[src/rtl/dna_motif_matcher_pkg.sv]
// Shared base encodings and defaults for the DNA motif matching blocks.
package dna_pkg;

    typedef logic [1:0] dna_base_t;

    localparam dna_base_t BASE_A = 2'b00;
    localparam dna_base_t BASE_C = 2'b01;
    localparam dna_base_t BASE_G = 2'b10;
    localparam dna_base_t BASE_T = 2'b11;

    localparam int MAX_LEN_DEF = 16;

endpackage

[src/rtl/dna_motif_matcher_window_cmp.sv]
// Combinational window-versus-motif compare; entry 0 of window and pattern is the oldest base.
module dna_window_cmp
    import dna_pkg::*;
#(
    parameter int MAX_LEN = MAX_LEN_DEF,
    parameter int LENW    = $clog2(MAX_LEN + 1)
) (
    input  logic [2*MAX_LEN-1:0] i_window,
    input  logic [2*MAX_LEN-1:0] i_pattern,
    input  logic [MAX_LEN-1:0]   i_care,
    input  logic [LENW-1:0]      i_len,
    output logic [MAX_LEN-1:0]   o_eq,
    output logic                 o_hit
);

    logic w_all;

    always_comb begin
        o_eq  = '0;
        w_all = 1'b1;
        for (int i = 0; i < MAX_LEN; i++) begin
            o_eq[i] = (i_window[2*i +: 2] == i_pattern[2*i +: 2]);
            if ((i < int'(i_len)) && i_care[i] && !o_eq[i]) begin
                w_all = 1'b0;
            end
        end
        o_hit = w_all && (i_len != '0) && (int'(i_len) <= MAX_LEN);
    end

endmodule

[src/rtl/dna_motif_matcher.sv]
// Streaming motif detector: history shift register, fill/position tracking,
// runtime motif configuration and registered hit reporting.
module dna_motif_matcher
    import dna_pkg::*;
#(
    parameter int                   MAX_LEN     = MAX_LEN_DEF,
    parameter int                   CNTW        = 16,
    parameter int                   POSW        = 32,
    parameter int                   RST_LEN     = 4,
    parameter logic [2*MAX_LEN-1:0] RST_PATTERN = (2*MAX_LEN)'(8'hB4),
    localparam int                  IDXW        = $clog2(MAX_LEN),
    localparam int                  LENW        = $clog2(MAX_LEN + 1)
) (
    input  logic            clk,
    input  logic            rst_n,
    input  logic            clear,
    input  logic            in_valid,
    input  dna_base_t       dna_in,
    input  logic            cfg_we,
    input  logic [IDXW-1:0] cfg_idx,
    input  dna_base_t       cfg_base,
    input  logic            cfg_care,
    input  logic            cfg_len_we,
    input  logic [LENW-1:0] cfg_len,
    output logic            match,
    output logic [POSW-1:0] match_pos,
    output logic [CNTW-1:0] match_count,
    output logic            fill_full
);

    logic [2*MAX_LEN-1:0] r_hist;
    logic [2*MAX_LEN-1:0] r_pat;
    logic [MAX_LEN-1:0]   r_care;
    logic [LENW-1:0]      r_len;
    logic [LENW-1:0]      r_fill;
    logic [POSW-1:0]      r_pos;
    logic                 r_match;
    logic [POSW-1:0]      r_mpos;
    logic [CNTW-1:0]      r_cnt;

    logic                 w_accept;
    logic                 w_cfg;
    logic [2*MAX_LEN-1:0] w_next_hist;
    logic [2*MAX_LEN-1:0] w_window;
    logic [MAX_LEN-1:0]   w_eq_unused;
    logic                 w_cmp_hit;
    logic                 w_fill_ok;
    logic                 w_hit;

    assign w_accept    = in_valid & ~clear;
    assign w_cfg       = cfg_we | cfg_len_we;
    assign w_next_hist = {dna_in, r_hist[2*MAX_LEN-1:2]};

    // Newest base sits at the top entry; shifting down aligns the last len bases to entry 0.
    always_comb begin
        w_window = '0;
        if ((r_len != '0) && (int'(r_len) <= MAX_LEN)) begin
            w_window = w_next_hist >> (2 * (MAX_LEN - int'(r_len)));
        end
    end

    dna_window_cmp #(
        .MAX_LEN (MAX_LEN),
        .LENW    (LENW)
    ) u_cmp (
        .i_window  (w_window),
        .i_pattern (r_pat),
        .i_care    (r_care),
        .i_len     (r_len),
        .o_eq      (w_eq_unused),
        .o_hit     (w_cmp_hit)
    );

    assign w_fill_ok = ({1'b0, r_fill} + (LENW+1)'(1)) >= {1'b0, r_len};
    assign w_hit     = w_accept & w_cmp_hit & w_fill_ok;

    always_ff @(posedge clk or negedge rst_n) begin
        if (!rst_n) begin
            r_pat  <= RST_PATTERN;
            r_care <= '1;
            r_len  <= LENW'(RST_LEN);
        end else begin
            if (cfg_we && (int'(cfg_idx) < MAX_LEN)) begin
                r_pat[2*cfg_idx +: 2] <= cfg_base;
                r_care[cfg_idx]       <= cfg_care;
            end
            if (cfg_len_we) begin
                r_len <= cfg_len;
            end
        end
    end

    // Any config write restarts the fill so no hit spans old and new motif.
    always_ff @(posedge clk or negedge rst_n) begin
        if (!rst_n) begin
            r_hist  <= '0;
            r_fill  <= '0;
            r_pos   <= '0;
            r_match <= 1'b0;
            r_mpos  <= '0;
            r_cnt   <= '0;
        end else if (clear) begin
            r_hist  <= '0;
            r_fill  <= '0;
            r_pos   <= '0;
            r_match <= 1'b0;
            r_mpos  <= '0;
            r_cnt   <= '0;
        end else begin
            r_match <= w_hit;
            if (w_accept) begin
                r_hist <= w_next_hist;
                r_pos  <= r_pos + POSW'(1);
            end
            if (w_cfg) begin
                r_fill <= '0;
            end else if (w_accept && (int'(r_fill) < MAX_LEN)) begin
                r_fill <= r_fill + LENW'(1);
            end
            if (w_hit) begin
                r_mpos <= r_pos;
                if (r_cnt != '1) begin
                    r_cnt <= r_cnt + CNTW'(1);
                end
            end
        end
    end

    assign match       = r_match;
    assign match_pos   = r_mpos;
    assign match_count = r_cnt;
    assign fill_full   = (r_fill >= r_len) && (r_len != '0);

endmodule

[config.mk]
export PLATFORM = sky130hd
export DESIGN_NAME = dna_motif_matcher
export DESIGN_NICKNAME = d
export VERILOG_FILES = /design/src/rtl/dna_motif_matcher_pkg.sv /design/src/rtl/dna_motif_matcher_window_cmp.sv /design/src/rtl/dna_motif_matcher.sv
export SDC_FILE = /design/constraint.sdc
export NUM_CORES = 1
export LEC_CHECK = 0
export BUFFER_PORTS_ARGS = -buffer_cell sky130_fd_sc_hd__buf_2
export CORE_MARGIN = 2
export CORE_UTILIZATION = 40
export CTS_CLUSTER_DIAMETER = 200
export DETAILED_ROUTE_END_ITERATION = 8
export HOLD_SLACK_MARGIN = 0.03
export SKIP_CTS_REPAIR_TIMING = 1
export SLEW_MARGIN = 10
export SYNTH_ARGS = -nofsm -noshare
export SYNTH_HDL_FRONTEND = slang
export SYNTH_HIERARCHICAL = 1
export SYNTH_SLANG_ARGS = --single-unit
[constraint.sdc]
create_clock -name clk -period 11.11 [get_ports clk]
set_clock_uncertainty 0.1 [all_clocks]
set_input_delay 0.5555 -clock clk [delete_from_list [all_inputs] [get_ports clk]]
set_output_delay 0.5555 -clock clk [all_outputs]
set_load 0.03 [all_outputs]
# Yosys cells after proc, flatten, opt, wreduce, memory -nomap -nowiden
# Index checks and enable logic that the tools add are counted.
# totals
register_bits	171
output_inout_bits	50
# classes
reduce_logical	60
n_lt_le_gt_ge	22
add_sub_neg	6
mux	34
eq_ne	17
n_shift	3
bitwise	5
# op_table
op	n
$mux 32	7
$mux 16	3
$lt 4x5->1 const A	8
$logic_and 1x1->1	38
$neg 5->34	1
$shift 2x34->32 const A	1
$shiftx 2x34->32	1
$add 32x1->32 const B	1
$bwmux 32	1
$eq 2x2->1	16
$shr 32x32->32	1
$lt 3x5->1 const A	4
$mux 1	18
$add 16x1->16 const B	1
$bwmux 16	1
$logic_not 1->1	16
$ne 16x16->1 const B	1
$mux 5	3
$lt 1x5->1 const A	2
$lt 2x5->1 const A	2
$add 5x1->6 const B	1
$ge 6x5->1	1
$reduce_bool 2->1	3
$sub 5x5->6 const A	1
other kinds (13)	15

# Logic depth before layout (Yosys ltp)
# Gate-level depths: netlist of the first run.
# logic_depth
ltp_word	28
depth_mapped	23
ltp_nobuf	18

# Hierarchy
# Netlist of the first run, hierarchy kept.
# modules_own_cells
mod	cells_each	n_inst	area_each_um2	seq_area_each_um2
dna_motif_matcher	927	1	9166.3	4255.3
dna_window_cmp	100	1	708.2	0.0

# Least setup slack after synthesis of the first run
# No wires, ideal clock.
# synth_timing
path_type	register to register
startpoint	register r_len[0]
endpoint	register r_cnt[8] (netlist: match_count[8])
arrival_time_ns	4.531
synth_period_minus_slack_ns	4.709
slack_ns	6.401
stages_incl_launch_ff	23
setup_ns	0.078
t_required_ns	10.932
path_cell_list	dfrtp_1 > clkbuf_2 > buf_4 > inv_2 > buf_2 > ha_1 > nor2b_1 > and2_1 > ha_1 > o21ai_1 > buf_2 > nor2_1 > xor2_1 > o21ai_0 > a32oi_1 > nor4b_1 > and3_1 > nand2_1 > a21o_1 > nand2b_4 > buf_6 > or4_1 > a21oi_1
# synth_via
elab_cells_between_ends	109
classes_between	add/sub (1); order compare (18); eq/ne (16); shift (1); mux (17); bitwise (2); reduce/logical (54)
# synth_lines
element	line_no	rtl
start: declaration	dna_motif_matcher.sv:34	logic [LENW-1:0] r_len;
start signal: assignment	dna_motif_matcher.sv:81	r_len <= LENW'(RST_LEN);
start signal: assignment	dna_motif_matcher.sv:88	r_len <= cfg_len;
$sub 5x5->6, or another cell as far along	dna_motif_matcher.sv:58	w_window = w_next_hist >> (2 * (MAX_LEN - int'(r_len)));
$shr 32x32->32 / $logic_and 1x1->1 (equally long branches)	dna_motif_matcher.sv:58, dna_motif_matcher.sv:57	
$mux 32 (*)	dna_motif_matcher.sv:57	if ((r_len != '0) && (int'(r_len) <= MAX_LEN)) begin
net w_window[17]	dna_motif_matcher.sv:44	logic [2*MAX_LEN-1:0] w_window;
$eq 2x2->1 (*)	dna_motif_matcher_window_cmp.sv:22	o_eq[i] = (i_window[2*i +: 2] == i_pattern[2*i +: 2]);
$logic_not 1->1 (*)	dna_motif_matcher_window_cmp.sv:23	if ((i < int'(i_len)) && i_care[i] && !o_eq[i]) begin
$logic_and 1x1->1 (*)	dna_motif_matcher_window_cmp.sv:23	
$mux 1 (*) (8 in series)	dna_motif_matcher_window_cmp.sv:23	
$logic_and 1x1->1 (*) (2 in series)	dna_motif_matcher_window_cmp.sv:27	o_hit = w_all && (i_len != '0) && (int'(i_len) <= MAX_LEN);
net w_cmp_hit	dna_motif_matcher.sv:46	logic w_cmp_hit;
$and 1x1->1 (*) (2 in series)	dna_motif_matcher.sv:75	assign w_hit = w_accept & w_cmp_hit & w_fill_ok;
$reduce_bool 2->1 (no line) (*)	-	
$reduce_and 2->1 (no line) (*)	-	
end signal: assignment	dna_motif_matcher.sv:123	r_cnt <= r_cnt + CNTW'(1);
end: declaration	dna_motif_matcher.sv:39	logic [CNTW-1:0] r_cnt;
# Mark *: on every way through the listed nets, which the timed path passes. The rest lies on a longest branch.
# A chain may end at the register's enable or synchronous reset.

# Worst setup path after layout of the first run
# layout_timing
startpoint	register r_len[0]
endpoint	register r_cnt[10] (netlist: match_count[10])
# layout_via
elab_cells_between_ends	109
classes_between	add/sub (1); order compare (18); eq/ne (16); shift (1); mux (17); bitwise (2); reduce/logical (54)
# layout_lines
element	line_no
$sub 5x5->6, or another cell as far along	dna_motif_matcher.sv:58
$shr 32x32->32 / $logic_and 1x1->1 (equally long branches)	dna_motif_matcher.sv:58, dna_motif_matcher.sv:57
$mux 32 (*)	dna_motif_matcher.sv:57
net w_window[14]	dna_motif_matcher.sv:44
$eq 2x2->1 (*)	dna_motif_matcher_window_cmp.sv:22
$logic_not 1->1 (*)	dna_motif_matcher_window_cmp.sv:23
$logic_and 1x1->1 (*)	dna_motif_matcher_window_cmp.sv:23
$mux 1 (*) (9 in series)	dna_motif_matcher_window_cmp.sv:23
$logic_and 1x1->1 (*) (2 in series)	dna_motif_matcher_window_cmp.sv:27
net w_cmp_hit	dna_motif_matcher.sv:46
$and 1x1->1 (*) (2 in series)	dna_motif_matcher.sv:75
$reduce_bool 2->1 (no line) (*)	-
$reduce_and 2->1 (no line) (*)	-
# Marked as above.

==> parameters.txt, run 1 <==
Parameter                              Value

STA
  Final Hold Violating Endpoints    0
  Fraction of the cycle the final worst path needs    48.47%
  Max-slew violation count    0
  Worst hold slack across all endpoints    0.1057 ns
  Unrepaired setup endpoints after global routing    no
  Worst-case headroom to the max-slew limit    between 30% and 40%
  Maximum frequency from static timing analysis    approximately 190 MHz
  Actual transition at the worst max-transition pin    approximately 1 ns
  Post-Route Setup TNS    0 ns
  Period minus WS final    5.386 ns
  Final setup violation count    0

Global routing
  Global-route usage over all layers    about 18%
  Largest net degree at the start of global routing    slightly below 100
  Global-route wire length before repair    38380 um
  Total grt overflow    0
  Antenna violations before repair    1
  Vias in the first global route    between 7000 and 8000

Job
  Maximum capacitance violations    0

Finish
  Area added between synthesis and finish    11.59%
  Number of nets in the finished design    1096
  Fraction of layout instances using a drive strength above 1    19.36%
  Diodes inserted    0

Synthesis
  Netlist area before placement    about 0.0098 mm^2
  Yosys warning count    6
  Gate count after technology mapping    1014
  Synth Area per Inst    9.690 um^2
  Net count of the mapped netlist    1054

Critical path
  Depth of the worst register-to-register path    17
  Arrival @ worst endpoint    roughly 5.6 ns
  Endpoint kind of the worst setup timing path    register
  Data required time of the critical path    11.37 ns
  Start-to-end type of the worst setup path    reg -> reg
  R2R setup slack    between 5 and 6 ns
  Launch point of the worst reg-to-reg path    r_len[0]$_DFFE_PN0P_
  Crit start category    register
  Worst reg2reg endpoint    match_count[10]$_DFFE_PN0P_
  Launch point of the critical path    r_len[0]$_DFFE_PN0P_
  Highest fanout seen on the critical path    41

Power
  Maximum VDD drop    0.00008121 V
  Cell area power density    136.6 mW/mm^2
  LEAKAGE    around 5.1 nW

Worst hold path
  Type of the worst min-delay path    in -> async

Die
  Core footprint    0.02425 mm^2
  IO Pins    70
  Die Outline Area    0.02583 mm^2
  Starting utilization of the core area    40.52%
  Count of standard-cell rows    57
  Floorplan die width    around 160 um
  Y dimension of the die    160.7 um

Placement
  Placer Congestion    between 0.8 and 0.9
  I/O Buffers    between 60 and 70
  Detailed placement HPWL    roughly 16000 um

Outcome
  Status    completed

Route
  Via density per instance    roughly 5.4
  Overall via count from detail_route    ~7500
  Post-route DRC violation count    0
  Total iterations of the first detailed-routing run    5
  Final Routed Wirelength    23280 um
  Wire length per cell    roughly 17 um
  DRC violation total after the first TritonRoute iteration    slightly below 700
  Count of nets left with antenna violations after detail routing    0

Clock network
  Clock network latency to the later pin of the worst-skew pair    between 0.4 and 0.5 ns
  Clock Pin Slew Worst Setup and Hold Paths    approximately 0.07 ns
  Max Buffers Root-to-Sink    2
  Clock tree from TritonCTS    built
  Number of H-tree levels    4
  Root buffer cell    sky130_fd_sc_hd__clkbuf_16
  Clock tree sinks    169
  Num CTS Buffers    17
-- through the flow --
stage	setup WS, ns	instances	total power, mW	instance area, um^2	utilization, %
floorplan	6.417	1014	0.8432	9826	-
global placement	5.942	1361	0.9025	10360	42.72
detailed placement	5.854	1361	0.9059	10360	42.72
CTS	5.784	1393	1.515	10960	45.22
global route	5.071	1393	1.565	10960	45.22
finish	5.724	1393	1.498	10960	45.22
-- per-layer routing --
metal  wire length, um  share of wire [%]  GRT usage (%)  up-vias
met5                13              0.056              0        -
met4               404                1.7          5.844        2
met3               926                4.0          3.616       26
met2             10540                 45          28.29      158
met1             11390                 49          26.35     3681
li1                  -                  -              -     3647
-- power by group --
| group | switching, mW | internal [mW] | leakage, nW | total [mW] |
|---|---|---|---|---|
| registers | 0.0328 | 0.657 | 2.27 | 0.690 |
| clock network | 0.279 | 0.323 | 0.294 | 0.602 |
| logic | 0.122 | 0.0832 | 2.50 | 0.205 |
| total | 0.434 | 1.06 | 5.06 | 1.50 |
-- flip-flops by register name (all words and copies together), names as in the netlist --
register     cells
match_pos       32
r_pat           32
r_pos           32
r_hist          30
match_count     16
r_care          16
r_fill           5
r_len            5
match            1
-- area by class of cell --
class | count | area (um^2)
clock buffer | 17 | 425.4
tap | 324 | 405.4
timing repair buffer | 76 | 406.6
inverter | 14 | 52.55
clock inverter | 15 | 178.9
fill | 2401 | 13280
sequential | 169 | 4255
multi-input combinational | 778 | 5240
-- cells in the final DEF (no fill, tap or decap), types with 7 or more instances in the layout --
cell,n
sky130_fd_sc_hd__dfstp_2,21
sky130_fd_sc_hd__nand2_1,109
sky130_fd_sc_hd__xnor2_1,8
sky130_fd_sc_hd__mux2_2,48
sky130_fd_sc_hd__buf_2,67
sky130_fd_sc_hd__nor2_1,122
sky130_fd_sc_hd__nand3_1,27
sky130_fd_sc_hd__nand4_1,26
sky130_fd_sc_hd__a211oi_1,13
sky130_fd_sc_hd__o22ai_1,17
sky130_fd_sc_hd__nor3_1,7
sky130_fd_sc_hd__inv_1,13
sky130_fd_sc_hd__mux2i_1,69
sky130_fd_sc_hd__dfrtp_1,148
sky130_fd_sc_hd__clkbuf_16,17
sky130_fd_sc_hd__a21oi_1,25
sky130_fd_sc_hd__nor2b_1,12
sky130_fd_sc_hd__mux4_2,8
sky130_fd_sc_hd__ha_1,20
sky130_fd_sc_hd__o21ai_0,55
sky130_fd_sc_hd__and3_1,17
sky130_fd_sc_hd__nand2b_1,39
sky130_fd_sc_hd__xor2_1,64
sky130_fd_sc_hd__o21ai_1,15
sky130_fd_sc_hd__buf_4,8
-- how the worst max path moves through the flow --
stage	end	slack (ns)	cells past startpoint
after floorplan	match_count[8]$_DFFE_PN0P_	6.42	22
after global routing	match_count[9]$_DFFE_PN0P_	5.07	19
after CTS	match_count[10]$_DFFE_PN0P_	5.78	17
after detailed placement	match_count[15]$_DFFE_PN0P_	5.85	17
final	match_count[10]$_DFFE_PN0P_	5.72	17
after global placement	match_count[10]$_DFFE_PN0P_	5.94	17
-- worst max-delay path: stages, from the launching register on --
cell and delay [ns]:
sky130_fd_sc_hd__dfrtp_1 0.36, sky130_fd_sc_hd__buf_4 0.27, sky130_fd_sc_hd__inv_2 0.35, sky130_fd_sc_hd__ha_1 0.33, sky130_fd_sc_hd__nor2b_1 0.35, sky130_fd_sc_hd__or2_1 0.83
sky130_fd_sc_hd__mux2i_1 0.32, sky130_fd_sc_hd__o22ai_1 0.15, sky130_fd_sc_hd__xor2_1 0.17, sky130_fd_sc_hd__o21ai_0 0.20, sky130_fd_sc_hd__a32oi_1 0.12, sky130_fd_sc_hd__nor4b_1 0.28
sky130_fd_sc_hd__and3_1 0.24, sky130_fd_sc_hd__nand2_1 0.16, sky130_fd_sc_hd__a21o_1 0.22, sky130_fd_sc_hd__nor3_2 0.21, sky130_fd_sc_hd__or4b_1 0.47, sky130_fd_sc_hd__a21oi_1 0.16
Note: power is estimated with default switching activity, not from simulation.
==> run 2: changes to the inputs <==
clock period = 4.62 ns   (was 11.11 ns; I/O delays follow)
==> run 2 against run 1 <==
- sequential share of layout area decreased by 0.80 points
- register-to-register slack worse by 5.5 ns
- first-iteration DRC count decreased by 13%
- worst setup slack lost 5.5 ns
- sequential cell count is the same
- critical path depth up 1
- non-clock buffer count up 15
- combinational power rose to 2.6 times the previous value
- clock power grew to 2.5 times the previous value
- cell count up 1.1%
- via count rose by 0.29%
- routed wire length grew 1.6%
- largest power group unchanged
==> parameters.txt, run 2 (synthesis gave the netlist of run 1 again) <==
Parameter                              Value

Outcome
  Status    completed

Die
  IO Pins    70 (unchanged)
  Starting utilization of the core area    40.52% (unchanged)
  Die Outline Area    0.02583 mm^2 (unchanged)
  Count of standard-cell rows    57 (unchanged)
  Floorplan die width    160.7 um (unchanged)
  Core footprint    0.02425 mm^2 (unchanged)
  Y dimension of the die    160.7 um (unchanged)

Route
  Total iterations of the first detailed-routing run    7 (+2)
  Post-route DRC violation count    0 (unchanged)
  Final Routed Wirelength    23650 um (+1.6%)
  Wire length per cell    16.80 um (+0.51%)
  Count of nets left with antenna violations after detail routing    0 (unchanged)
  Via density per instance    5.352 (-0.78%)
  DRC violation total after the first TritonRoute iteration    599 (-13%)
  Overall via count from detail_route    7536 (+0.29%)

STA
  Post-Route Setup TNS    0 ns (unchanged)
  Fraction of the cycle the final worst path needs    94.65% (+46 points)
  Max-slew violation count    0 (unchanged)
  Final Hold Violating Endpoints    0 (unchanged)
  Period minus WS final    4.373 ns (-1.013 ns)
  Unrepaired setup endpoints after global routing    no
  Maximum frequency from static timing analysis    228.7 MHz (+23%)
  Worst-case headroom to the max-slew limit    46.93% (+14 points)
  Actual transition at the worst max-transition pin    0.7960 ns (-0.2072 ns)
  Final setup violation count    0 (unchanged)

Critical path
  Highest fanout seen on the critical path    39 (-4.9%)
  Endpoint kind of the worst setup timing path    register
  Crit start category    register
  Arrival @ worst endpoint    4.63 ns (-1.01 ns)
  Data required time of the critical path    4.88 ns (-6.49 ns)
  R2R setup slack    0.25 ns (-5.48 ns)
  Start-to-end type of the worst setup path    reg -> reg

Global routing
  Antenna violations before repair    2 (+1)
  Vias in the first global route    7280 (+1.2%)
  Largest net degree at the start of global routing    106 (+7.1%)
  Global-route usage over all layers    18.69% (+0.26 points)
  Total grt overflow    0 (unchanged)
  Global-route wire length before repair    38800 um (+1.1%)

Finish
  Diodes inserted    0 (unchanged)
  Final design area excluding fillers    0.01119 mm^2 (+2.1%)
  Area added between synthesis and finish    13.93%
  Number of nets in the finished design    1111 (+1.4%)
  Fraction of layout instances using a drive strength above 1    20.11% (+0.75 points)
  Most common cell after layout, fill and taps aside    sky130_fd_sc_hd__dfrtp_1
  Commonest cells after routing, fill and taps aside    sky130_fd_sc_hd__dfrtp_1 (148), sky130_fd_sc_hd__nor2_1 (122), sky130_fd_sc_hd__nand2_1 (109)

Clock network
  Clock tree sinks    169 (unchanged)
  Clock tree from TritonCTS    built
  Clock Pin Slew Worst Setup and Hold Paths    0.08 ns (about the same)
  Number of H-tree levels    4 (unchanged)
  Max Buffers Root-to-Sink    2 (unchanged)
  Num CTS Buffers    17 (unchanged)
  Root buffer cell    sky130_fd_sc_hd__clkbuf_16
  Clock network latency to the later pin of the worst-skew pair    0.45 ns (about the same)

Placement
  Placed inst area    0.01047 mm^2 (+1.1%)
  Placer Congestion    0.8954 (+2.4%)
  Detailed placement HPWL    16470 um (+2.1%)
  I/O Buffers    69 (unchanged)

Power
  Maximum VDD drop    0.0002460 V (+200%)
  LEAKAGE    5.163 nW (+2.0%)
  Cell area power density    332.3 mW/mm^2 (+140%)

Job
  Maximum capacitance violations    0 (unchanged)

Worst hold path
  Type of the worst min-delay path    in -> reg
## run 2: final timing paths
| path | start | endpoint | cells past startpoint |
|---|---|---|---|
| max reg2reg | r_len[1]$_DFFE_PN0P_ | match_count[10]$_DFFE_PN0P_ | 18 |
| min in group asynchronous | rst_n | r_fill[3]$_DFFE_PN0P_ | 2 |
| max in group asynchronous | rst_n | match_pos[14]$_DFFE_PN0P_ | 3 |
| max | r_len[1]$_DFFE_PN0P_ | match_count[10]$_DFFE_PN0P_ | 18 |
| min reg2reg | match_pos[4]$_DFFE_PN0P_ | match_pos[4]$_DFFE_PN0P_ | 2 |
| min | cfg_base[0] | r_pat[0]$_DFFE_PN0P_ | 3 |
## run 2: stage by stage
step	hold slack [ns]	total power [mW]	util [%]	setup WS, ns	std cells
6_report	0.01134	3.720	46.17	0.2470	1408
5_1_grt	0.03076	3.867	46.17	0.01419	1408
4_1_cts	-0.3039	3.744	45.83	0.2504	1401
3_5_place_dp	0.1648	2.200	43.19	0.3037	1369
3_3_place_gp	0.1649	2.199	43.19	0.3914	1369
2_1_floorplan	-0.1646	2.029	-	0.02465	1014
## run 2: report_power, final
part	internal, mW	total [mW]	leakage, nW	switching [mW]
clock network	0.764	1.53	0.308	0.770
logic	0.223	0.536	2.59	0.313
registers	1.58	1.65	2.27	0.0698
total	2.57	3.72	5.16	1.15
## run 2: final cells by class
class                   instances  area (um^2)
multi-input cells             778         5255
repair buffers                 91        586.8
inverters                      14        52.55
clock inverters                15        214.0
clock buffers                  17        425.4
well taps                     324        405.4
flip-flops and latches        169         4255
fillers                      2322        13050
## run 2: routing by layer
metal  wire, um  track usage (%)
met1      11610            26.96
met2      10590            28.74
met3       1112            3.332
met4        320            5.722
met5         11                0
## run 2: worst max-delay path, cell delays in order (launching register included)
cell,delay (ns)
sky130_fd_sc_hd__dfrtp_1,0.35
sky130_fd_sc_hd__inv_1,0.09
sky130_fd_sc_hd__ha_2,0.36
sky130_fd_sc_hd__buf_12,0.22
sky130_fd_sc_hd__mux2_2,0.35
sky130_fd_sc_hd__o21ai_0,0.26
sky130_fd_sc_hd__nor2_1,0.07
sky130_fd_sc_hd__o21ai_0,0.26
sky130_fd_sc_hd__nor2_1,0.09
sky130_fd_sc_hd__xor2_1,0.16
sky130_fd_sc_hd__o221ai_1,0.18
sky130_fd_sc_hd__nand4_1,0.13
sky130_fd_sc_hd__a221oi_2,0.18
sky130_fd_sc_hd__and3_1,0.22
sky130_fd_sc_hd__nand2_1,0.16
sky130_fd_sc_hd__a21o_1,0.22
sky130_fd_sc_hd__nor3_2,0.22
sky130_fd_sc_hd__or4b_1,0.46
sky130_fd_sc_hd__a21oi_1,0.17
==> run 3: changes to the inputs <==
CORE_UTILIZATION = 25   (was 40)
==> run 3 against run 2 <==
- highest routed layer is now met4
- design area increased by 2.3%
- fmax increased by 1.7%
- worst setup slack improved by 0.075 ns
- hold slack improved by 0.0078 ns
- critical path depth unchanged
- cell count increased by 14%
- die area increased by 58%
- utilization decreased by 17 points
==> parameters.txt, run 3 (synthesis gave the netlist of run 1 again) <==
Parameter                              Value

Critical path
  Maximum single-stage delay on the critical path    0.46 ns (about the same)
  Slowest cell on the critical path    sky130_fd_sc_hd__or4b_1
  Highest fanout seen on the critical path    24 (-38%)
  Crit start category    register
  Endpoint kind of the worst setup timing path    register
  Arrival @ worst endpoint    4.56 ns (-0.07 ns)
  Data required time of the critical path    4.88 ns (about the same)
  Start-to-end type of the worst setup path    reg -> reg
  Worst-path cell chain    inv_1, ha_1, nor2b_4, and2_1, ha_1, o21ai_1, buf_6, nor2_1, xor2_1, o21ai_0, a32oi_1, nor4b_1, and3_1, nand2_1, a21o_1, nor3_4, or4b_1, a21oi_1
  Most frequent cell on the critical path    sky130_fd_sc_hd__ha_1

Global routing
  Routing usage on met1    17.02% (-9.9 points)
  Global-route layer with the greatest usage    met2
  Antenna violations before repair    1 (-1)
  Largest net degree at the start of global routing    79 (-25%)
  Global-route wire length before repair    41020 um (+5.7%)
  Global Route met3 Usage    3.354% (+0.022 points)
  Global-route usage over all layers    12.42% (-6.3 points)
  Total grt overflow    0 (unchanged)
  GR met2 Demand/Resource    18.95% (-9.8 points)
  Vias in the first global route    7477 (+2.7%)

STA
  Post-Route Setup TNS    0 ns (unchanged)
  Actual transition at the worst max-transition pin    0.7644 ns (-0.03160 ns)
  Period minus WS final    4.298 ns (-0.07497 ns)
  Final setup violation count    0 (unchanged)
  Max-slew violation count    0 (unchanged)
  Smallest setup slack after layout    0.3219 ns (+0.07497 ns)
  Final Hold Violating Endpoints    0 (unchanged)
  Worst-case headroom to the max-slew limit    49.04% (+2.1 points)
  Maximum frequency from static timing analysis    232.7 MHz (+1.7%)
  Unrepaired setup endpoints after global routing    no
  Fraction of the cycle the final worst path needs    93.03% (-1.6 points)

Clock network
  Num CTS Buffers    17 (unchanged)
  Clock tree sinks    169 (unchanged)
  Clock network latency to the later pin of the worst-skew pair    0.45 ns (about the same)
  Clock Pin Slew Worst Setup and Hold Paths    0.07 ns (about the same)
  Number of H-tree levels    4 (unchanged)
  Max Buffers Root-to-Sink    2 (unchanged)
  Clock tree from TritonCTS    built
  Root buffer cell    sky130_fd_sc_hd__clkbuf_16

Finish
  Fillcell total    4111 (+77%)
  Number of nets in the finished design    1116 (+0.45%)
  Commonest cells after routing, fill and taps aside    sky130_fd_sc_hd__dfrtp_1 (148), sky130_fd_sc_hd__nor2_1 (122), sky130_fd_sc_hd__nand2_1 (109)
  Most common cell after layout, fill and taps aside    sky130_fd_sc_hd__dfrtp_1
  Non-filler instance count after layout    1608 (+14%)
  Area added between synthesis and finish    16.57%
  Post-route core utilization    29.57% (-17 points)
  Fraction of layout instances using a drive strength above 1    20.29% (+0.18 points)
  Final design area excluding fillers    0.01145 mm^2 (+2.3%)

Route
  Via density per instance    4.771 (-11%)
  DRC violation total after the first TritonRoute iteration    475 (-21%)
  Overall via count from detail_route    7672 (+1.8%)
  Count of nets left with antenna violations after detail routing    0 (unchanged)
  Total iterations of the first detailed-routing run    5 (-2)
  Final Routed Wirelength    24760 um (+4.7%)
  Wire length per cell    15.40 um (-8.3%)
  Post-route DRC violation count    0 (unchanged)

Die
  Core footprint    0.03874 mm^2 (+60%)
  Starting utilization of the core area    25.36% (-15 points)
  Count of standard-cell rows    72 (+26%)
  Floorplan die width    202.3 um (+26%)
  IO Pins    70 (unchanged)
  Die Outline Area    0.04091 mm^2 (+58%)
  Y dimension of the die    202.3 um (+26%)

Power
  LEAKAGE    5.185 nW (+0.44%)
  Cell area power density    327.4 mW/mm^2 (-1.5%)
  Maximum VDD drop    0.0002160 V (-12%)

Placement
  Placer Congestion    0.8788 (-1.9%)
  Worst Setup Slack post-DPL    0.2574 ns (-0.04627 ns)
  Placed inst area    0.01071 mm^2 (+2.3%)
  Detailed placement HPWL    17290 um (+5.0%)
  Cell count after placement    1566 (+14%)
  I/O Buffers    69 (unchanged)

Outcome
  Status    completed

Job
  Maximum capacitance violations    0 (unchanged)

Worst hold path
  Type of the worst min-delay path    in -> reg
run 3: changes by cell type in the layout (fill, tap and decap cells not counted), sizes merged:
cell         before  now
bufinv            0    4
dlygate4sd3       7    9
clkinv            4    5
clkinvlp          0    3
diode             0    1
inv              25   17
buf              84   87
run 3: cell type report:
type	count	area [um^2]	share of cell area, %
Clock inverter	15	197.7	1.726
Multi-Input combinational cell	778	5264	45.96
Antenna cell	1	2.502	0.02185
Sequential cell	169	4255	37.15
Timing Repair Buffer	96	608.1	5.309
Inverter	14	52.55	0.4588
Tap cell	518	648.1	5.659
Clock buffer	17	425.4	3.714
run 3: final timing paths:
| kind | start | endpoint | slack (ns) | cells after the start |
|---|---|---|---|---|
| worst max-delay path | r_len[1]$_DFFE_PN0P_ | match_count[10]$_DFFE_PN0P_ | 0.32 | 18 |
| worst min-delay path | cfg_base[0] | r_pat[0]$_DFFE_PN0P_ | 0.02 | 3 |
| worst max register to register | r_len[1]$_DFFE_PN0P_ | match_count[10]$_DFFE_PN0P_ | 0.32 | 18 |
| worst min register to register | r_hist[3]$_DFFE_PN0P_ | r_hist[3]$_DFFE_PN0P_ | 0.43 | 2 |
| max in group asynchronous | rst_n | r_pat[11]$_DFFE_PN0P_ | 2.95 | 3 |
| min in group asynchronous | rst_n | r_fill[0]$_DFFE_PN0P_ | 0.31 | 2 |
run 3: power breakdown:
part	internal (mW)	total (mW)	switching [mW]
Clock	0.907	1.56	0.654
Combinational	0.222	0.537	0.315
Sequential	1.58	1.65	0.0700
Total	2.71	3.75	1.04
run 3: routing by layer:
layer,vias up,share of wire [%]
li1,3690,-
met5,-,0
met1,3789,48
met4,0,1.5
met2,168,46
met3,25,5.1
run 3: metrics by stage:
stage               hold slack (ns)  total power [mW]
floorplan                   -0.1646             2.029
global placement             0.2304             2.196
detailed placement           0.2389             2.203
CTS                         -0.2498             3.784
global route                0.03540             3.921
finish                      0.01913             3.749
run 3: worst max-delay path, delay by kind of cell, from the launching register on:
family	cells	cell delay, ns
xor+xnor	1	0.14
simple gates	8	1.83
fa+ha+maj	2	0.57
flops	1	0.37
compound gates	5	0.86
buf+inv	2	0.34
